==> config.mk <==
export PLATFORM = sky130hd
export DESIGN_NAME = uc_multiciclo
export DESIGN_NICKNAME = d
export VERILOG_FILES = /design/src/rtl/uc_multiciclo.sv
export SDC_FILE = /design/constraint.sdc
export NUM_CORES = 1
export LEC_CHECK = 0
export ABC_AREA = 1
export CORE_MARGIN = 2
export CORE_UTILIZATION = 50
export CTS_BUF_LIST = sky130_fd_sc_hd__clkbuf_2
export DETAILED_ROUTE_END_ITERATION = 12
export MAX_ROUTING_LAYER = met4
export PLACE_DENSITY_LB_ADDON = 0.3
export SKIP_LAST_GASP = 1
export SLEW_MARGIN = 10
export SYNTH_ARGS = -nofsm -noshare
export SYNTH_HDL_FRONTEND = slang
export SYNTH_SLANG_ARGS = --single-unit
export TNS_END_PERCENT = 20
==> constraint.sdc <==
create_clock -name clk -period 2 [get_ports clk]
set_clock_uncertainty 0.05 [all_clocks]
set_input_delay 0.3 -clock clk [delete_from_list [all_inputs] [get_ports clk]]
set_output_delay 0.3 -clock clk [all_outputs]
set_load 0.02 [all_outputs]
==> src/rtl/uc_multiciclo.sv <==
// rtl/uc_multiciclo.sv - multicycle FETCH/DECODE/EXEC control unit for the microc datapath
//
// Ports:
//   clk, reset        rising-edge clock, asynchronous active-high reset
//   Opcode[5:0]       opcode from the datapath IR (only [5:2] is decoded)
//   zero              registered Z flag from the datapath
//   s_inc, s_inm      PC mux (1 = PC+1) and register-write mux (1 = immediate)
//   we, wez           register-file and Z-flag write enables
//   ALUOp[2:0]        ALU operation, holds the last ALU value between ALU instructions
//   pc_en, ir_en      PC and IR load enables
//   halted            high while parked in HALT
//   illegal           sticky undefined-opcode flag
//   retired[CNT_W-1:0] instructions completed in EXEC (wraps)
module uc_multiciclo #(
    parameter int CNT_W = 16
) (
    input  logic             clk,
    input  logic             reset,
    input  logic [5:0]       Opcode,
    input  logic             zero,
    output logic             s_inc,
    output logic             s_inm,
    output logic             we,
    output logic             wez,
    output logic [2:0]       ALUOp,
    output logic             pc_en,
    output logic             ir_en,
    output logic             halted,
    output logic             illegal,
    output logic [CNT_W-1:0] retired
);

    typedef enum logic [1:0] {
        S_FETCH  = 2'd0,
        S_DECODE = 2'd1,
        S_EXEC   = 2'd2,
        S_HALT   = 2'd3
    } state_t;

    state_t           state_q;
    state_t           state_d;
    logic [5:0]       opc_q;
    logic [2:0]       alu_q;
    logic             illegal_q;
    logic [CNT_W-1:0] retired_q;

    logic [3:0] op;
    logic       is_alu;
    logic       is_halt;
    logic       is_illegal;
    logic       unused_opc_bits;

    // EXEC decodes the opcode captured in DECODE, so IR/Opcode glitches in EXEC are harmless.
    assign op              = opc_q[5:2];
    assign is_alu          = op[3];
    assign is_halt         = (op == 4'b0101);
    assign is_illegal      = (op == 4'b0110) || (op == 4'b0111);
    assign unused_opc_bits = ^opc_q[1:0];

    always_ff @(posedge clk or posedge reset) begin
        if (reset) begin
            state_q   <= S_FETCH;
            opc_q     <= 6'd0;
            alu_q     <= 3'd0;
            illegal_q <= 1'b0;
            retired_q <= '0;
        end else begin
            state_q <= state_d;
            if (state_q == S_DECODE) begin
                opc_q <= Opcode;
            end
            if (state_q == S_EXEC) begin
                retired_q <= retired_q + {{(CNT_W-1){1'b0}}, 1'b1};
                if (is_alu) begin
                    alu_q <= op[2:0];
                end
                if (is_illegal) begin
                    illegal_q <= 1'b1;
                end
            end
        end
    end

    always_comb begin
        state_d = state_q;
        s_inc   = 1'b1;
        s_inm   = 1'b0;
        we      = 1'b0;
        wez     = 1'b0;
        ALUOp   = alu_q;
        pc_en   = 1'b0;
        ir_en   = 1'b0;
        case (state_q)
            S_FETCH: begin
                ir_en   = 1'b1;
                state_d = S_DECODE;
            end
            S_DECODE: begin
                state_d = S_EXEC;
            end
            S_EXEC: begin
                state_d = is_halt ? S_HALT : S_FETCH;
                pc_en   = !is_halt;
                if (is_alu) begin
                    ALUOp = op[2:0];
                    we    = 1'b1;
                    wez   = 1'b1;
                end else begin
                    case (op)
                        4'b0000: begin
                            s_inm = 1'b1;
                            we    = 1'b1;
                        end
                        4'b0001: s_inc = 1'b0;
                        4'b0010: s_inc = ~zero;
                        4'b0011: s_inc = zero;
                        // NOP, HALT and the illegal codes write nothing.
                        default: ;
                    endcase
                end
            end
            S_HALT: begin
                state_d = S_HALT;
            end
            default: begin
                state_d = S_FETCH;
            end
        endcase
    end

    assign halted  = (state_q == S_HALT);
    assign illegal = illegal_q;
    assign retired = retired_q;

endmodule

==> results of run 1 <==
cell type report:
type	count	area [sq um]
inverters	23	86.3
multi-input cells	98	497
clock buffers	3	15.0
fillers	210	779
repair buffers	35	344
well taps	30	37.5
flip-flops and latches	26	651
flip-flops by register name, summed over array words and instances, names as in the netlist:
| name | count |
|---|---|
| retired | 16 |
| opc_q | 4 |
| alu_q | 3 |
| state_q | 2 |
| illegal | 1 |
logic make-up (layout without fill, tap and decap cells):
kind of cell             count (synthesis)  count (layout)  share of synthesized area [%]
adder cells (fa/ha/maj)                  1               1                           1.00
AND/OR/NAND/NOR                         73              73                           25.5
buffers and inverters                   24              61                           7.84
XOR/XNOR                                11              11                           7.74
flip-flops                              26              26                           52.3
AO/OA/AOI/OAI                           13              13                           5.63
where the power goes:
part | switching [mW] | internal [mW]
Clock | 0.143 | 0.0408
Combinational | 0.512 | 0.357
Sequential | 0.122 | 0.673
critical path, delay by kind of cell (launching register included):
family,cells,cell delay [ps]
compound gates,1,220
flops,1,450
simple gates,2,170
buf+inv,3,550
how the worst max path moves through the flow:
stage                          from        to
4_1_cts        state_q[0]$_DFF_PP0_     s_inc
3_3_place_gp   state_q[0]$_DFF_PP0_  ALUOp[2]
3_5_place_dp   state_q[0]$_DFF_PP0_  ALUOp[2]
5_1_grt        state_q[0]$_DFF_PP0_  ALUOp[1]
2_1_floorplan  state_q[0]$_DFF_PP0_  ALUOp[0]
6_report       state_q[0]$_DFF_PP0_  ALUOp[2]
metrics by stage:
step / TNS (ps) / instances / setup slack, ps
floorplan: 0 / 148 / 95.0
global placement: 0 / 212 / 92.0
detailed placement: 0 / 212 / 49.8
CTS: -753 / 215 / -268
global route: -1020 / 215 / -249
finish: -130 / 215 / -49.2
placed cells by master (no fill, tap or decap):
cell / Yosys / routed
nand4_1: 3 / 3
nor2_1: 16 / 16
clkbuf_2: 0 / 3
ha_1: 1 / 1
a21oi_1: 1 / 1
nor2_4: 1 / 1
clkdlybuf4s50_1: 0 / 26
nor3_1: 2 / 2
o21ai_1: 1 / 1
nand2_1: 36 / 36
nand2_2: 3 / 3
inv_1: 22 / 22
buf_4: 0 / 2
inv_2: 1 / 1
xor2_1: 6 / 6
nand3_1: 9 / 9
dlygate4sd2_1: 0 / 5
dfrtp_1: 26 / 26
and2_1: 1 / 1
nor2_2: 2 / 2
dlymetal6s2s_1: 0 / 2
a31oi_1: 1 / 1
a31o_2: 1 / 1
xnor2_1: 5 / 5
o21ai_0: 9 / 9
routing by layer:
layer  vias to the layer above  part of all wire, %  GRT usage [%]
met5                         -                    0              -
met4                         0                 0.53           6.41
met3                         2                  3.8           2.50
met2                        23                   53           35.4
met1                       504                   42           23.4
li1                        533                    -              -
==> qor.csv, run 1 <==
stage;metric;value;unit
grt;overflow;0;
run_status;violations;setup timing;
logic_synthesis;yosys.area.top_type;dfrtp_1;
sta;finalCriticalPeriod;2050;ps
die;rows;18;
pwr;p_total;1.85;mW
die;io_pins;36;
place;place_congestion;0.786;
logic_synthesis;syn_nets;158;
run;cap_viol_max_count;0;
layout;post-route-util;67.7;%
cts;ctsHoldBuffers;0;
pwr;vdd.ir_drop.worst;0.00109;V
die;core_area;0.00241;sq mm
logic_synthesis;avgSynthCellArea;8.41;sq um
cts;clk_pin_slew;230;ps
pwr;power.leakage;0.849;nW
worst_setup_path;rrSetupSlack;500;ps
grt;grt_pass1_wl;4130;um
logic_synthesis;synth_cell_types;21;
logic_synthesis;synth_edf_count;0;
pwr;power_density;1130;mW/mm^2
routing;routed_wl;2450;um
logic_synthesis;netlist.area_leader.share;52.3;%
layout;fin_nets;197;
logic_synthesis;synth_flop_cell;dfrtp_1;
routing;ant_nets;0;
worst_setup_path;required;1650;ps
logic_synthesis;syn-instance-count;148;
die;die_area;0.00291;sq mm
grt;antenna_found_initial;0;
logic_synthesis;ys_seq_area_share;52.3;%
layout;syn2layout_area_growth;31.0;%
worst_hold_path;min_path_type;in -> async;
logic_synthesis;syn_area;0.00124;sq mm
worst_setup_path;r2r_cells;8;
worst_setup_path;crit_path_start_kind;flop;
grt;track_usage;20.0;%
logic_synthesis;ys_top_cells_by_count;nand2_1, dfrtp_1, inv_1;
sta;finalMaxSlewViolations;0;
worst_setup_path;rr_startpoint;state_q[0]$_DFF_PP0_;
grt;grt_pass1_vias;1010;
grt;grt_max_degree;27;
cts;clock_latency;330;ps
sta;hold_ws;229;ps
routing;vias;1062;
worst_setup_path;crit_chain;inv_2 -> nand2_2 -> nor2_2 -> inv_1 -> o21ai_0 -> dlygate4sd2_1;
worst_setup_path;slowest_delay;450;ps
cts;clockBufferDepth;2;
die;dieWidth;53.9;um
layout;drive_gt1_share;7.03;%
logic_synthesis;synth.most_common_cell;nand2_1;
logic_synthesis;synthTopCellsByArea;dfrtp_1, nand2_1, inv_1, nor2_1, xor2_1;
sta;setup_slack;-49.2;ps
sta;max_freq;0.488;GHz
cts;cts_tree;done;
cts;cts-buffers-inserted;3;
logic_synthesis;yosysWarnings;0;
sta;rsz0062_at_grt;yes;
cts;post-cts-setup-buffers;0;
cts;clockRootBuffer;clkbuf_2;
cts;cts.sinks;26;
worst_setup_path;setup.worst_path.class;reg -> out;
worst_setup_path;r2r-end;retired[10]$_DFFE_PP0P_;
routing;dr.pass1.iters;4;
place;place_area;0.00162;sq mm
layout;final_area;0.00163;sq mm
place;dp.final_hpwl;1890;um
die;die_h;53.9;um
layout;n_antenna_cell;0;
routing;drtIter0Drc;14;
logic_synthesis;postSynthRegisterBits;26;
place;place.port_buffers;33;
sta;period_share;102;%
cts;h-tree-depth;1;
die;initial_core_util;51.7;%
worst_setup_path;critical-path-slowest-cell;dfrtp_1;
routing;vias_per_cell;4.94;
routing;drc;0;
run_status;status;finished, violations left;
routing;wire_per_inst;11.4;um
worst_setup_path;worstSetupEndpointType;output port;
worst_setup_path;cp.arrival;1700;ps
sta;worstMarginPinSlew;460;ps
cts;cts_resized;5;
sta;maxSlewHeadroom;69.2;%
logic_synthesis;async_flop_share;100;%
sta;finalHoldViolCount;0;
sta;final-setup-viol-count;4;
worst_setup_path;crit_fanout;7;
Note: power is estimated with default switching activity, not from simulation.
==> run 2: changes to the inputs <==
Settings changed: ABC_AREA 1 to not set, CTS_CLUSTER_SIZE set to 16.
==> run 2 against run 1 <==
The flow still finishes with violations (setup timing). Synthesized cell count fell by 36%. Combinational power rose by 23%. Cell area fell by 1.1%. Sequential power rose by 8.9%. Global-route usage rose by 0.74 points. Fmax fell by 4.7%. Non-clock buffer count rose by 6. Highest routed layer unchanged.
==> qor.csv, run 2 <==
stage;metric;value;unit;change
worst_setup_path;crit_buf_inv;2;;-1
layout;mostFrequentLayoutCell;dfrtp_1;;
place;place_congestion;0.791;;+0.61%
run_status;violations;setup timing;;
pwr;p_total;2.13;mW;+15%
sta;worstMarginPinSlew;429;ps;-31.3 ps
pwr;power.leakage;0.750;nW;-12%
die;core_area;0.00221;sq mm;-8.2%
sta;rsz0062_at_grt;yes;;
worst_hold_path;min_path_type;in -> async;;
pwr;vdd.ir_drop.worst;0.00116;V;+6.6%
sta;maxSlewHeadroom;71.3;%;+2.1 points
sta;finalHoldViolCount;0;;unchanged
pwr;power_density;1320;mW/mm^2;+16%
cts;clock_latency;340;ps;about the same
worst_setup_path;cp.arrival;1800;ps;+100 ps
sta;finalMaxSlewViolations;0;;unchanged
worst_setup_path;required;1650;ps;about the same
grt;grt_max_degree;27;;unchanged
grt;track_usage;20.7;%;+0.74 points
routing;drtIter0Drc;6;;-8
logic_synthesis;ys_seq_area_share;55.9;%;+3.6 points
layout;n_antenna_cell;0;;unchanged
logic_synthesis;ys_top_cells_by_count;dfrtp_1, xnor2_1, nor2_1;;
logic_synthesis;synth_cell_types;26;;+24%
sta;max_freq;0.465;GHz;-4.7%
sta;setup_tns;-639;ps;-509 ps
logic_synthesis;netlist.area_leader.share;55.9;%;+3.6 points
logic_synthesis;yosysWarnings;0;;unchanged
cts;clk_pin_slew;240;ps;about the same
worst_setup_path;crit_chain;buf_4 -> nand2b_1 -> a31oi_1 -> dlygate4sd2_1;;
routing;ant_nets;0;;unchanged
layout;largest_reg_flops;16;;unchanged
place;place.port_buffers;33;;unchanged
cts;clockBufferDepth;2;;unchanged
logic_synthesis;syn_nets;105;;-34%
worst_setup_path;critPathTopFamily;buffers and inverters;;
cts;h-tree-depth;1;;unchanged
place;dpl.cell_count;163;;-23%
grt;overflow;0;;unchanged
cts;cts_tree;done;;
cts;clockRootBuffer;clkbuf_2;;
grt;antenna_found_initial;0;;unchanged
sta;period_share;108;%;+5.1 points
routing;dr.pass1.iters;4;;unchanged
logic_synthesis;yosys.area.top_type;dfrtp_1;;
routing;routed_wl;2420;um;-1.3%
sta;setup_slack;-151;ps;-102 ps
sta;finalCriticalPeriod;2150;ps;+102 ps
cts;cts-buffers-inserted;3;;unchanged
worst_setup_path;critical-path-slowest-cell;dfrtp_1;;
layout;final_area;0.00161;sq mm;-1.1%
logic_synthesis;syn-instance-count;95;;-36%
logic_synthesis;synth_edf_count;0;;unchanged
logic_synthesis;avgSynthCellArea;12.3;sq um;+46%
die;dieWidth;52.3;um;-3.0%
cts;ctsHoldBuffers;0;;unchanged
worst_setup_path;slowest_delay;450;ps;about the same
logic_synthesis;postSynthRegisterBits;26;;unchanged
place;place_area;0.00158;sq mm;-2.1%
layout;syn2layout_area_growth;38.5;%;
logic_synthesis;syn_area;0.00116;sq mm;-6.4%
cts;cts.sinks;26;;unchanged
worst_setup_path;worstSetupEndpointType;output port;;
sta;final-setup-viol-count;7;;+3
layout;stdcell_count;168;;-22%
layout;mostFrequentLayoutCells;dfrtp_1, clkdlybuf4s50_1, xnor2_1, nor2_1, buf_4;;
grt;grt_pass1_vias;891;;-12%
logic_synthesis;synth_flop_cell;dfrtp_1;;
grt;grt_pass1_wl;4040;um;-2.2%
die;die_h;52.3;um;-3.0%
die;io_pins;36;;unchanged
routing;vias_per_cell;5.26;;+6.5%
die;initial_core_util;52.7;%;+1.0 points
layout;drive_gt1_share;21.4;%;+14 points
place;dp.final_hpwl;1790;um;-5.3%
logic_synthesis;async_flop_share;100;%;unchanged
die;rows;17;;-1
logic_synthesis;synthTopCellsByArea;dfrtp_1, xnor2_1, mux2_2, nand4_1, xor2_1;;
layout;fin_nets;151;;-23%
routing;vias;884;;-17%
worst_setup_path;crit_path_start_kind;flop;;
die;die_area;0.00273;sq mm;-6.0%
run;cap_viol_max_count;0;;unchanged
worst_setup_path;setup.worst_path.class;reg -> out;;
worst_setup_path;crit_fanout;3;;-4
routing;drc;0;;unchanged
routing;wire_per_inst;14.4;um;+26%
run_status;status;finished, violations left;;
logic_synthesis;synth.most_common_cell;dfrtp_1;;
==> run 2: cell types whose count changed after synthesis, moves of 7 or more <==
cell     previous run  this run
o21ai_0             9         0
nand2_1            36         7
mux2_2              0         7
inv_1              22         2
nor2_1             16         9
xnor2_1             5        12
==> run 2: power breakdown <==
part	internal (mW)	leakage [nW]	switching (mW)	total [mW]
sequential	0.680	0.330	0.186	0.866
clock	0.0435	0.0140	0.150	0.193
combinational	0.543	0.407	0.523	1.07
total	1.27	0.750	0.859	2.13
==> run 2: final cells by class <==
| cell class | count | area [sq um] |
|---|---|---|
| clock buffer | 3 | 15.0 |
| clock inverter | 1 | 3.75 |
| fill | 170 | 599 |
| inverter | 2 | 7.51 |
| multi-input combinational | 67 | 517 |
| sequential | 26 | 651 |
| tap | 28 | 35.0 |
| timing repair buffer | 41 | 384 |
==> run 2: timing repair <==
action	in CTS	in global routing
resized for setup	16	3
setup endpoints to repair	10	9
setup buffers	1	0
==> run 2: through the flow <==
stage          utilization [%]  setup WS, ps  hold slack [ps]
5_1_grt                   72.9          -229              236
2_1_floorplan                -           446              290
4_1_cts                   72.6          -131              212
3_5_place_dp              71.5         -43.2              420
3_3_place_gp              71.5          15.7              410
6_report                  72.9          -151              218
==> run 2: worst reg2reg max path, delay by kind of cell, from the launching register on <==
kind	cells	cell delay, ps
xor+xnor	1	140
buf+inv	2	270
flops	1	450
simple gates	3	660
==> run 2: cell families (layout without fill, tap and decap cells) <==
logic type / Yosys count / count (layout) / synth area share (%)
simple gates: 40 / 40 / 21.4
flops: 26 / 26 / 55.9
xor+xnor: 16 / 16 / 12.0
buf+inv: 2 / 47 / 0.645
compound gates: 3 / 3 / 2.26
fa+ha+maj: 1 / 1 / 1.07
mux: 7 / 7 / 6.77
==> run 2: layer usage <==
layer,vias to the layer above,global-route usage [%],wire length [um]
li1,418,-,-
met1,439,26.1,1030
met2,25,35.9,1280
met3,2,2.57,99
met4,0,5.13,7
met5,-,-,0
==> run 2: worst paths after layout <==
check | slack [ps] | depth (start not counted) | from | to
min reg2reg | 450 | 1 | retired[15]$_DFFE_PP0P_ | retired[15]$_DFFE_PP0P_
max in group asynchronous | 1440 | 3 | reset | retired[6]$_DFFE_PP0P_
max reg2reg | 370 | 6 | state_q[0]$_DFF_PP0_ | retired[8]$_DFFE_PP0P_
min | 220 | 3 | reset | retired[9]$_DFFE_PP0P_
max | -150 | 4 | state_q[0]$_DFF_PP0_ | pc_en
min in group clk | 450 | 1 | retired[15]$_DFFE_PP0P_ | retired[15]$_DFFE_PP0P_
